### src/rtl/id_ex_stage_pkg.sv
// Shared types and defaults for the ID/EX stage: control bundle, bubble constant,
// datapath widths.
package id_ex_stage_pkg;

  localparam int XLEN_DEF  = 32;
  localparam int RADDR_DEF = 5;

  typedef struct packed {
    logic       alu_src;
    logic       mem_to_reg;
    logic       reg_write;
    logic       mem_read;
    logic       mem_write;
    logic       add_sel;
    logic       link;
    logic       lui;
    logic [1:0] branch;
    logic [3:0] alu_cnt;
  } ctrl_t;

  localparam ctrl_t CTRL_NOP = '0;

  // Control is only meaningful for a valid slot; this also scrubs X on invalid slots.
  function automatic ctrl_t gate_ctrl(input logic valid, input ctrl_t c);
    return valid ? c : CTRL_NOP;
  endfunction

endpackage

### src/rtl/id_ex_stage_load_use_detect.sv
// Load-use hazard detector: a load sitting in EX whose destination is read by
// the valid instruction in decode. Destination x0 never creates a hazard.
module load_use_detect #(
  parameter int RADDR = 5
) (
  input  logic             ex_valid,
  input  logic             ex_mem_read,
  input  logic [RADDR-1:0] ex_rd,
  input  logic             id_valid,
  input  logic [RADDR-1:0] id_rs1,
  input  logic [RADDR-1:0] id_rs2,
  input  logic             id_rs1_used,
  input  logic             id_rs2_used,
  output logic             hazard
);

  logic load_in_ex;
  logic rs1_hit;
  logic rs2_hit;

  assign load_in_ex = ex_valid & ex_mem_read & (ex_rd != '0);
  assign rs1_hit    = id_rs1_used & (id_rs1 == ex_rd);
  assign rs2_hit    = id_rs2_used & (id_rs2 == ex_rd);
  assign hazard     = load_in_ex & id_valid & (rs1_hit | rs2_hit);

endmodule

### src/rtl/id_ex_stage.sv
// ID/EX pipeline register with load-use bubble insertion and branch squash.
// Optional performance counters are built when IDEX_PERF_EN is defined.
module id_ex_stage
  import id_ex_stage_pkg::*;
#(
  parameter int XLEN  = XLEN_DEF,
  parameter int RADDR = RADDR_DEF
) (
  input  logic             clk,
  input  logic             rst_n,
  input  logic             id_valid,
  input  logic             id_alu_src,
  input  logic             id_mem_to_reg,
  input  logic             id_reg_write,
  input  logic             id_mem_read,
  input  logic             id_mem_write,
  input  logic             id_add_sel,
  input  logic             id_link,
  input  logic             id_lui,
  input  logic [1:0]       id_branch,
  input  logic [3:0]       id_alu_cnt,
  input  logic [2:0]       id_funct3,
  input  logic [XLEN-1:0]  id_pc,
  input  logic [XLEN-1:0]  id_rs1_data,
  input  logic [XLEN-1:0]  id_rs2_data,
  input  logic [XLEN-1:0]  id_imm,
  input  logic [RADDR-1:0] id_rs1,
  input  logic [RADDR-1:0] id_rs2,
  input  logic [RADDR-1:0] id_rd,
  input  logic             id_rs1_used,
  input  logic             id_rs2_used,
  input  logic             ex_flush,
  output logic             stall_if_id,
  output logic             ex_valid,
  output logic             ex_alu_src,
  output logic             ex_mem_to_reg,
  output logic             ex_reg_write,
  output logic             ex_mem_read,
  output logic             ex_mem_write,
  output logic             ex_add_sel,
  output logic             ex_link,
  output logic             ex_lui,
  output logic [1:0]       ex_branch,
  output logic [3:0]       ex_alu_cnt,
  output logic [2:0]       ex_funct3,
  output logic [XLEN-1:0]  ex_pc,
  output logic [XLEN-1:0]  ex_rs1_data,
  output logic [XLEN-1:0]  ex_rs2_data,
  output logic [XLEN-1:0]  ex_imm,
  output logic [RADDR-1:0] ex_rs1,
  output logic [RADDR-1:0] ex_rs2,
  output logic [RADDR-1:0] ex_rd
`ifdef IDEX_PERF_EN
  ,
  output logic [31:0]      perf_bubbles,
  output logic [31:0]      perf_flushes
`endif
);

  ctrl_t            id_ctrl;
  logic             hazard;
  logic             bubble;

  logic             valid_q,    valid_d;
  ctrl_t            ctrl_q,     ctrl_d;
  logic [2:0]       funct3_q,   funct3_d;
  logic [XLEN-1:0]  pc_q,       pc_d;
  logic [XLEN-1:0]  rs1_data_q, rs1_data_d;
  logic [XLEN-1:0]  rs2_data_q, rs2_data_d;
  logic [XLEN-1:0]  imm_q,      imm_d;
  logic [RADDR-1:0] rs1_q,      rs1_d;
  logic [RADDR-1:0] rs2_q,      rs2_d;
  logic [RADDR-1:0] rd_q,       rd_d;

  assign id_ctrl = '{
    alu_src:    id_alu_src,
    mem_to_reg: id_mem_to_reg,
    reg_write:  id_reg_write,
    mem_read:   id_mem_read,
    mem_write:  id_mem_write,
    add_sel:    id_add_sel,
    link:       id_link,
    lui:        id_lui,
    branch:     id_branch,
    alu_cnt:    id_alu_cnt
  };

  load_use_detect #(.RADDR(RADDR)) u_load_use_detect (
    .ex_valid    (valid_q),
    .ex_mem_read (ctrl_q.mem_read),
    .ex_rd       (rd_q),
    .id_valid    (id_valid),
    .id_rs1      (id_rs1),
    .id_rs2      (id_rs2),
    .id_rs1_used (id_rs1_used),
    .id_rs2_used (id_rs2_used),
    .hazard      (hazard)
  );

  // A flush redirects fetch, so upstream must not hold even if a hazard exists.
  assign stall_if_id = hazard & ~ex_flush;
  assign bubble      = ex_flush | hazard;

  always_comb begin
    valid_d    = valid_q;
    ctrl_d     = ctrl_q;
    funct3_d   = funct3_q;
    pc_d       = pc_q;
    rs1_data_d = rs1_data_q;
    rs2_data_d = rs2_data_q;
    imm_d      = imm_q;
    rs1_d      = rs1_q;
    rs2_d      = rs2_q;
    rd_d       = rd_q;
    if (bubble) begin
      valid_d = 1'b0;
      ctrl_d  = CTRL_NOP;
    end else begin
      valid_d    = id_valid;
      ctrl_d     = gate_ctrl(id_valid, id_ctrl);
      funct3_d   = id_funct3;
      pc_d       = id_pc;
      rs1_data_d = id_rs1_data;
      rs2_data_d = id_rs2_data;
      imm_d      = id_imm;
      rs1_d      = id_rs1;
      rs2_d      = id_rs2;
      rd_d       = id_rd;
    end
  end

  always_ff @(posedge clk or negedge rst_n) begin
    if (!rst_n) begin
      valid_q    <= 1'b0;
      ctrl_q     <= CTRL_NOP;
      funct3_q   <= '0;
      pc_q       <= '0;
      rs1_data_q <= '0;
      rs2_data_q <= '0;
      imm_q      <= '0;
      rs1_q      <= '0;
      rs2_q      <= '0;
      rd_q       <= '0;
    end else begin
      valid_q    <= valid_d;
      ctrl_q     <= ctrl_d;
      funct3_q   <= funct3_d;
      pc_q       <= pc_d;
      rs1_data_q <= rs1_data_d;
      rs2_data_q <= rs2_data_d;
      imm_q      <= imm_d;
      rs1_q      <= rs1_d;
      rs2_q      <= rs2_d;
      rd_q       <= rd_d;
    end
  end

  assign ex_valid      = valid_q;
  assign ex_alu_src    = ctrl_q.alu_src;
  assign ex_mem_to_reg = ctrl_q.mem_to_reg;
  assign ex_reg_write  = ctrl_q.reg_write;
  assign ex_mem_read   = ctrl_q.mem_read;
  assign ex_mem_write  = ctrl_q.mem_write;
  assign ex_add_sel    = ctrl_q.add_sel;
  assign ex_link       = ctrl_q.link;
  assign ex_lui        = ctrl_q.lui;
  assign ex_branch     = ctrl_q.branch;
  assign ex_alu_cnt    = ctrl_q.alu_cnt;
  assign ex_funct3     = funct3_q;
  assign ex_pc         = pc_q;
  assign ex_rs1_data   = rs1_data_q;
  assign ex_rs2_data   = rs2_data_q;
  assign ex_imm        = imm_q;
  assign ex_rs1        = rs1_q;
  assign ex_rs2        = rs2_q;
  assign ex_rd         = rd_q;

`ifdef IDEX_PERF_EN
  logic [31:0] bubbles_q, bubbles_d;
  logic [31:0] flushes_q, flushes_d;

  // A flush that coincides with a hazard is counted only as a flush.
  assign bubbles_d = stall_if_id ? bubbles_q + 32'd1 : bubbles_q;
  assign flushes_d = ex_flush    ? flushes_q + 32'd1 : flushes_q;

  always_ff @(posedge clk or negedge rst_n) begin
    if (!rst_n) begin
      bubbles_q <= '0;
      flushes_q <= '0;
    end else begin
      bubbles_q <= bubbles_d;
      flushes_q <= flushes_d;
    end
  end

  assign perf_bubbles = bubbles_q;
  assign perf_flushes = flushes_q;
`endif

endmodule

### config.mk
export PLATFORM = sky130hd
export DESIGN_NAME = id_ex_stage
export DESIGN_NICKNAME = d
export VERILOG_FILES = /design/src/rtl/id_ex_stage_pkg.sv /design/src/rtl/id_ex_stage_load_use_detect.sv /design/src/rtl/id_ex_stage.sv
export SDC_FILE = /design/constraint.sdc
export NUM_CORES = 1
export LEC_CHECK = 0
export CORE_MARGIN = 3
export CORE_UTILIZATION = 41
export DETAILED_ROUTE_END_ITERATION = 8
export HOLD_SLACK_MARGIN = 0.02
export PLACE_DENSITY = 0.91
export SKIP_CTS_REPAIR_TIMING = 1
export SLEW_MARGIN = 20
export SYNTH_ARGS = -nofsm -noshare
export SYNTH_HDL_FRONTEND = slang
export SYNTH_SLANG_ARGS = --single-unit
### constraint.sdc
create_clock -name clk -period 1.9 [get_ports clk]
set_clock_uncertainty 0.05 [all_clocks]
set_input_delay 0.38 -clock clk [delete_from_list [all_inputs] [get_ports clk]]
set_output_delay 0.38 -clock clk [all_outputs]
set_load 0.02 [all_outputs]
After elaboration in Yosys (flattened, before gate mapping)
Cells that the tools add are included.
{"block": "word_totals", "ram_bits": 0, "mem_bits_ro": 0, "latchBits": 0, "out_inout_bits": 162, "reg_bits": 161, "mem_count": 0, "in_bits": 166}
{"block": "classes", "eq_ne": 2, "shift": 0, "bitwise": 10, "n_div": 0, "add_sub_neg": 0, "n_reduce_logical": 1, "n_mul": 0, "order_cmp": 0, "mux": 3}
{"operator": "14-bit two-way mux", "count": 2}
{"operator": "5-bit == test", "count": 2}
{"operator": "1-bit bitwise AND", "count": 7}
{"operator": "5-bit nonzero test", "count": 1}
{"operator": "1-bit bitwise OR", "count": 2}
{"operator": "1-bit two-way mux", "count": 1}
{"operator": "1-bit inverter", "count": 1}

Logic depth before layout (Yosys ltp)
{"block": "logic_depth", "word_depth": 6, "ltp_mapped": 7, "mapped_depth_nobuf": 5}

By module
From an unflattened synthesis, not the netlist that was laid out.
{"block": "hier_totals", "hier_cells": 359, "hier_area_um2": 6052.1}
{"module": "id_ex_stage", "area_per_inst_um2": 5920.7, "seq_area_each_um2": 4028.9, "cells_per_inst": 342, "instances": 1}
{"module": "load_use_detect", "area_per_inst_um2": 131.4, "seq_area_each_um2": 0.0, "cells_per_inst": 17, "instances": 1}

Least setup slack after synthesis
OpenSTA, ideal clock, no wires.
{"block": "synth_path", "path_type": "register to register", "from": "register rd_q[4] (netlist: ex_rd[4])", "to": "register funct3_q[0] (netlist: ex_funct3[0])", "setup_ns": 0.125, "stages_incl_launch_ff": 8, "synth_period_minus_slack_ns": 1.890, "path_slack_ns": 0.010, "arrival_time_ns": 1.715, "cell_sequence": "dfrtp_1 -> xnor2_1 -> nand4_1 -> o22ai_2 -> a21oi_4 -> buf_12 -> buf_12 -> mux2_4"}
{"block": "synth_between", "elab_chain_cells": 5, "elab_cells_between_ends": 10, "cone_classes": "eq/ne (2); bitwise (7); reduce/logical (1)"}
{"item": "from (decl)", "line": "id_ex_stage.sv:73", "source": "logic [RADDR-1:0] rd_q, rd_d;"}
{"item": "from (signal assigned)", "line": "id_ex_stage.sv:154", "source": "rd_q <= rd_d;"}
{"item": "5-bit == test, or another cell as far along", "line": "id_ex_stage_load_use_detect.sv:22", "source": "assign rs1_hit = id_rs1_used & (id_rs1 == ex_rd);"}
{"item": "1-bit bitwise AND (on tied branches)", "line": "id_ex_stage_load_use_detect.sv:22, id_ex_stage_load_use_detect.sv:21, id_ex_stage_load_use_detect.sv:23"}
{"item": "1-bit bitwise OR or 1-bit bitwise AND (tied branches)", "line": "id_ex_stage_load_use_detect.sv:24", "source": "assign hazard = load_in_ex & id_valid & (rs1_hit | rs2_hit);"}
{"item": "1-bit bitwise AND *", "line": "id_ex_stage_load_use_detect.sv:24"}
{"item": "1-bit bitwise OR *", "line": "id_ex_stage.sv:102", "source": "assign bubble = ex_flush | hazard;"}
{"item": "to (signal assigned)", "line": "id_ex_stage.sv:147", "source": "funct3_q <= funct3_d;"}
{"item": "to (decl)", "line": "id_ex_stage.sv:66", "source": "logic [2:0] funct3_q, funct3_d;"}
Mark *: on every way between the ends. The rest lies on a longest branch, timed or not.
A chain may end at the register's enable or synchronous reset.

Worst setup path after layout
{"block": "layout_path", "from": "input id_rs1[2]", "to": "output stall_if_id"}
{"block": "layout_between", "elab_chain_cells": 5}
{"item": "from (decl)", "line": "id_ex_stage.sv:27", "source": "input logic [RADDR-1:0] id_rs1,"}
{"item": "5-bit == test", "line": "id_ex_stage_load_use_detect.sv:22"}
{"item": "1-bit bitwise AND", "line": "id_ex_stage_load_use_detect.sv:22"}
{"item": "1-bit bitwise OR", "line": "id_ex_stage_load_use_detect.sv:24"}
{"item": "1-bit bitwise AND", "line": "id_ex_stage_load_use_detect.sv:24"}
{"item": "1-bit bitwise AND", "line": "id_ex_stage.sv:101", "source": "assign stall_if_id = hazard & ~ex_flush;"}
{"item": "to (decl)", "line": "id_ex_stage.sv:33", "source": "output logic stall_if_id,"}
Every way passes these cells.

==> results.py <==
metrics = {
    "outcome": {
        "outcome": "complete, but fails checks",
        "violations": "negative setup slack",
    },
    "floorplanning": {
        "fp-row-count": 46,
        "io_pins": 328,
        "initial_core_util": 0.423,
        "die_y_um": 135,
        "die_area_um2": 18100,
        "core-area_um2": 16000,
        "die_w_um": 135,
    },
    "logic_synthesis": {
        "synth_mux_area_frac": 0.320,
        "syn_nets": 528,
        "synthAdderAreaFrac": 0,
        "netlist_area_um2": 6780,
        "synth-compound-area-share": 0.00572,
        "yosys.area.top_type": "dfrtp_1",
        "synth.area.top_cells": "dfrtp_1, mux2_4, buf_12",
        "yosys.area_share.simple": 0.0199,
        "ys_seq_elements": 161,
        "postSynthCellCount": 362,
        "synth_top_family_by_area": "multiplexers",
        "avgSynthCellArea_um2": 18.7,
        "yosysSeqAreaShare": 0.595,
        "synth_cell_types": 17,
        "synth_top_area_frac": 0.595,
        "ys_warn_count": 0,
        "synth_xor_area_frac": 0.0129,
    },
    "sta": {
        "fin_tns_setup_ns": -32.91,
        "slew_violations": 0,
        "setup_viol": 147,
        "fin_ws_ns": -0.345,
        "final_hold_viol_count": 0,
        "tightestPinTransition_ns": 0.399,
        "maxSlewHeadroom": 0.734,
        "hold_slack_ns": 0.400,
        "timing.fmax_ghz": 0.445,
        "finalCritPeriodShare": 1.18,
        "rsz0062_at_grt": "yes",
        "period_needed_ns": 2.25,
    },
    "finish": {
        "syn_to_final_growth_pct": 71.7,
        "regArea_um2": 4030,
        "nNetsFinal": 918,
        "n_antenna_cell": 0,
        "multi_input_area_um2": 2490,
        "drive_gt1_frac": 0.323,
        "fill_cells": 986,
    },
    "clocking": {
        "clkTransAtPathRegs_ns": 0.06,
        "cts_sinks": 161,
        "clock_latency_ns": 0.42,
        "h-tree-depth": 4,
        "cts_buffers": 17,
        "cts_tree": "yes",
        "cts_root_buf": "clkbuf_16",
        "clk_path_buf_depth": 2,
    },
    "critical_path": {
        "crit_path_max_fanout": 3,
        "worst_setup_path_end_kind": "primary output",
        "path_cells": "clkdlybuf4s50_1, xnor2_1, nand4_1, o22ai_2, nand2_1, nor2_1, buf_4",
        "cp-start-kind": "primary input",
        "cp_slowest_cell": "clkdlybuf4s50_1",
        "slowest_delay_ns": 0.45,
        "arrival_ns": 1.82,
        "cp_data_required_time_ns": 1.47,
        "critical_path_class": "in -> out",
        "crit_family": "buffers and inverters",
        "critPathBufInv": 2,
    },
    "min_path": {
        "hold_path.class": "in -> async",
    },
    "drt": {
        "vias_per_cell": 4.72,
        "ant_nets": 0,
        "vias": 4621,
        "wirelength_mm": 20.3,
        "wire_per_inst_um": 20.7,
        "drc": 0,
        "drt_first_iter_violations": 134,
        "dr.pass1.iters": 4,
    },
    "place": {
        "io_buffer_count": 327,
        "place.gp.congestion": 0.835,
        "hpwl_mm": 14.3,
        "dpl_worst_slack_ns": -0.845,
    },
    "power": {
        "p_sw_uw": 2540,
        "power_frac_seq": 0.395,
        "cellLeakagePower_uw": 0.00537,
        "p_int_uw": 7520,
        "switching_share": 0.253,
        "combPwrFrac": 0.247,
        "clkPwrFrac": 0.357,
        "p_per_area_nw_per_um2": 865,
        "vdd_drop_max_v": 0.000547,
    },
    "global_route": {
        "antenna_found_initial": 0,
        "grt_max_degree": 55,
        "overflow": 0,
        "grt_pass1_wl_mm": 29.5,
        "grt.total_usage": 0.210,
        "grt_pass1_vias": 5356,
    },
    "run": {
        "maxCapViolations": 0,
    },
}
==> final timing paths <==
kind,start,endpoint,slack [ns],cells past startpoint
worst max-delay path,id_rs1[2],stall_if_id,-0.35,7
worst min-delay path,rst_n,ex_rs2_data[6],0.40,2
worst max register to register,ex_rd[2],ex_rs1_data[24],-0.30,9
worst min register to register,ex_imm[1],ex_imm[1],0.46,1
max in group asynchronous,rst_n,ex_imm[0],0.78,3
min in group clk,ex_imm[1],ex_imm[1],0.46,1
==> cell usage after synthesis, drive strengths merged <==
cell and count:
xnor2 10, clkbuf 1, and2 14, nand4 2, nor3 1, buf 16, a21oi 3, nand3 1
dfrtp 161, mux2 146, nand2 3, o22ai 1, nor2 2, nand2b 1
==> layout by cell type (no fill, tap or decap), types with 4 or more instances in the layout <==
master and n:
buf_4 11, xnor2_1 7, dlymetal6s2s_1 12, clkdlybuf4s50_1 313
clkbuf_16 23, mux2_4 146, buf_6 17, bufinv_16 4
dfrtp_1 158, buf_8 11, and2_1 14, buf_12 17
==> final cells by class <==
cell class,instances,share of cell area
multi-input cells,184,0.214
repair buffers,388,0.363
clock inverters,10,0.0137
well taps,216,0.0232
flip-flops and latches,161,0.347
clock buffers,21,0.0396
==> metrics by stage <==
step	utilization	std cells	area, um2	power (uW)
floorplan	-	362	6780	5090
global placement	0.655	928	10500	6310
CTS	0.694	959	11100	10000
detailed placement	0.655	928	10500	6380
global route	0.727	980	11600	10400
finish	0.727	980	11600	10100
==> power groups by stage <==
| stage | clock network [uW] | registers (uW) | logic, uW |
|---|---|---|---|
| global route | 3810 | 4010 | 2610 |
| finish | 3600 | 3980 | 2490 |
| global placement | 0 | 4000 | 2320 |
| CTS | 3670 | 3970 | 2380 |
| floorplan | 0 | 4400 | 689 |
| detailed placement | 0 | 4010 | 2370 |
==> layer usage <==
metal / vias to the layer above / global-route usage / part of all wire
met5: - / 0 / 0
met4: 0 / 0.0837 / 0.028
met3: 43 / 0.0797 / 0.085
met2: 225 / 0.371 / 0.53
met1: 2316 / 0.227 / 0.35
li1: 2037 / - / -
==> logic make-up after synthesis <==
| family | Yosys count |
|---|---|
| xor+xnor | 10 |
| mux | 146 |
| flops | 161 |
| buf+inv | 17 |
| compound gates | 4 |
| simple gates | 24 |
No activity file was read; power rests on OpenSTA's default activity.
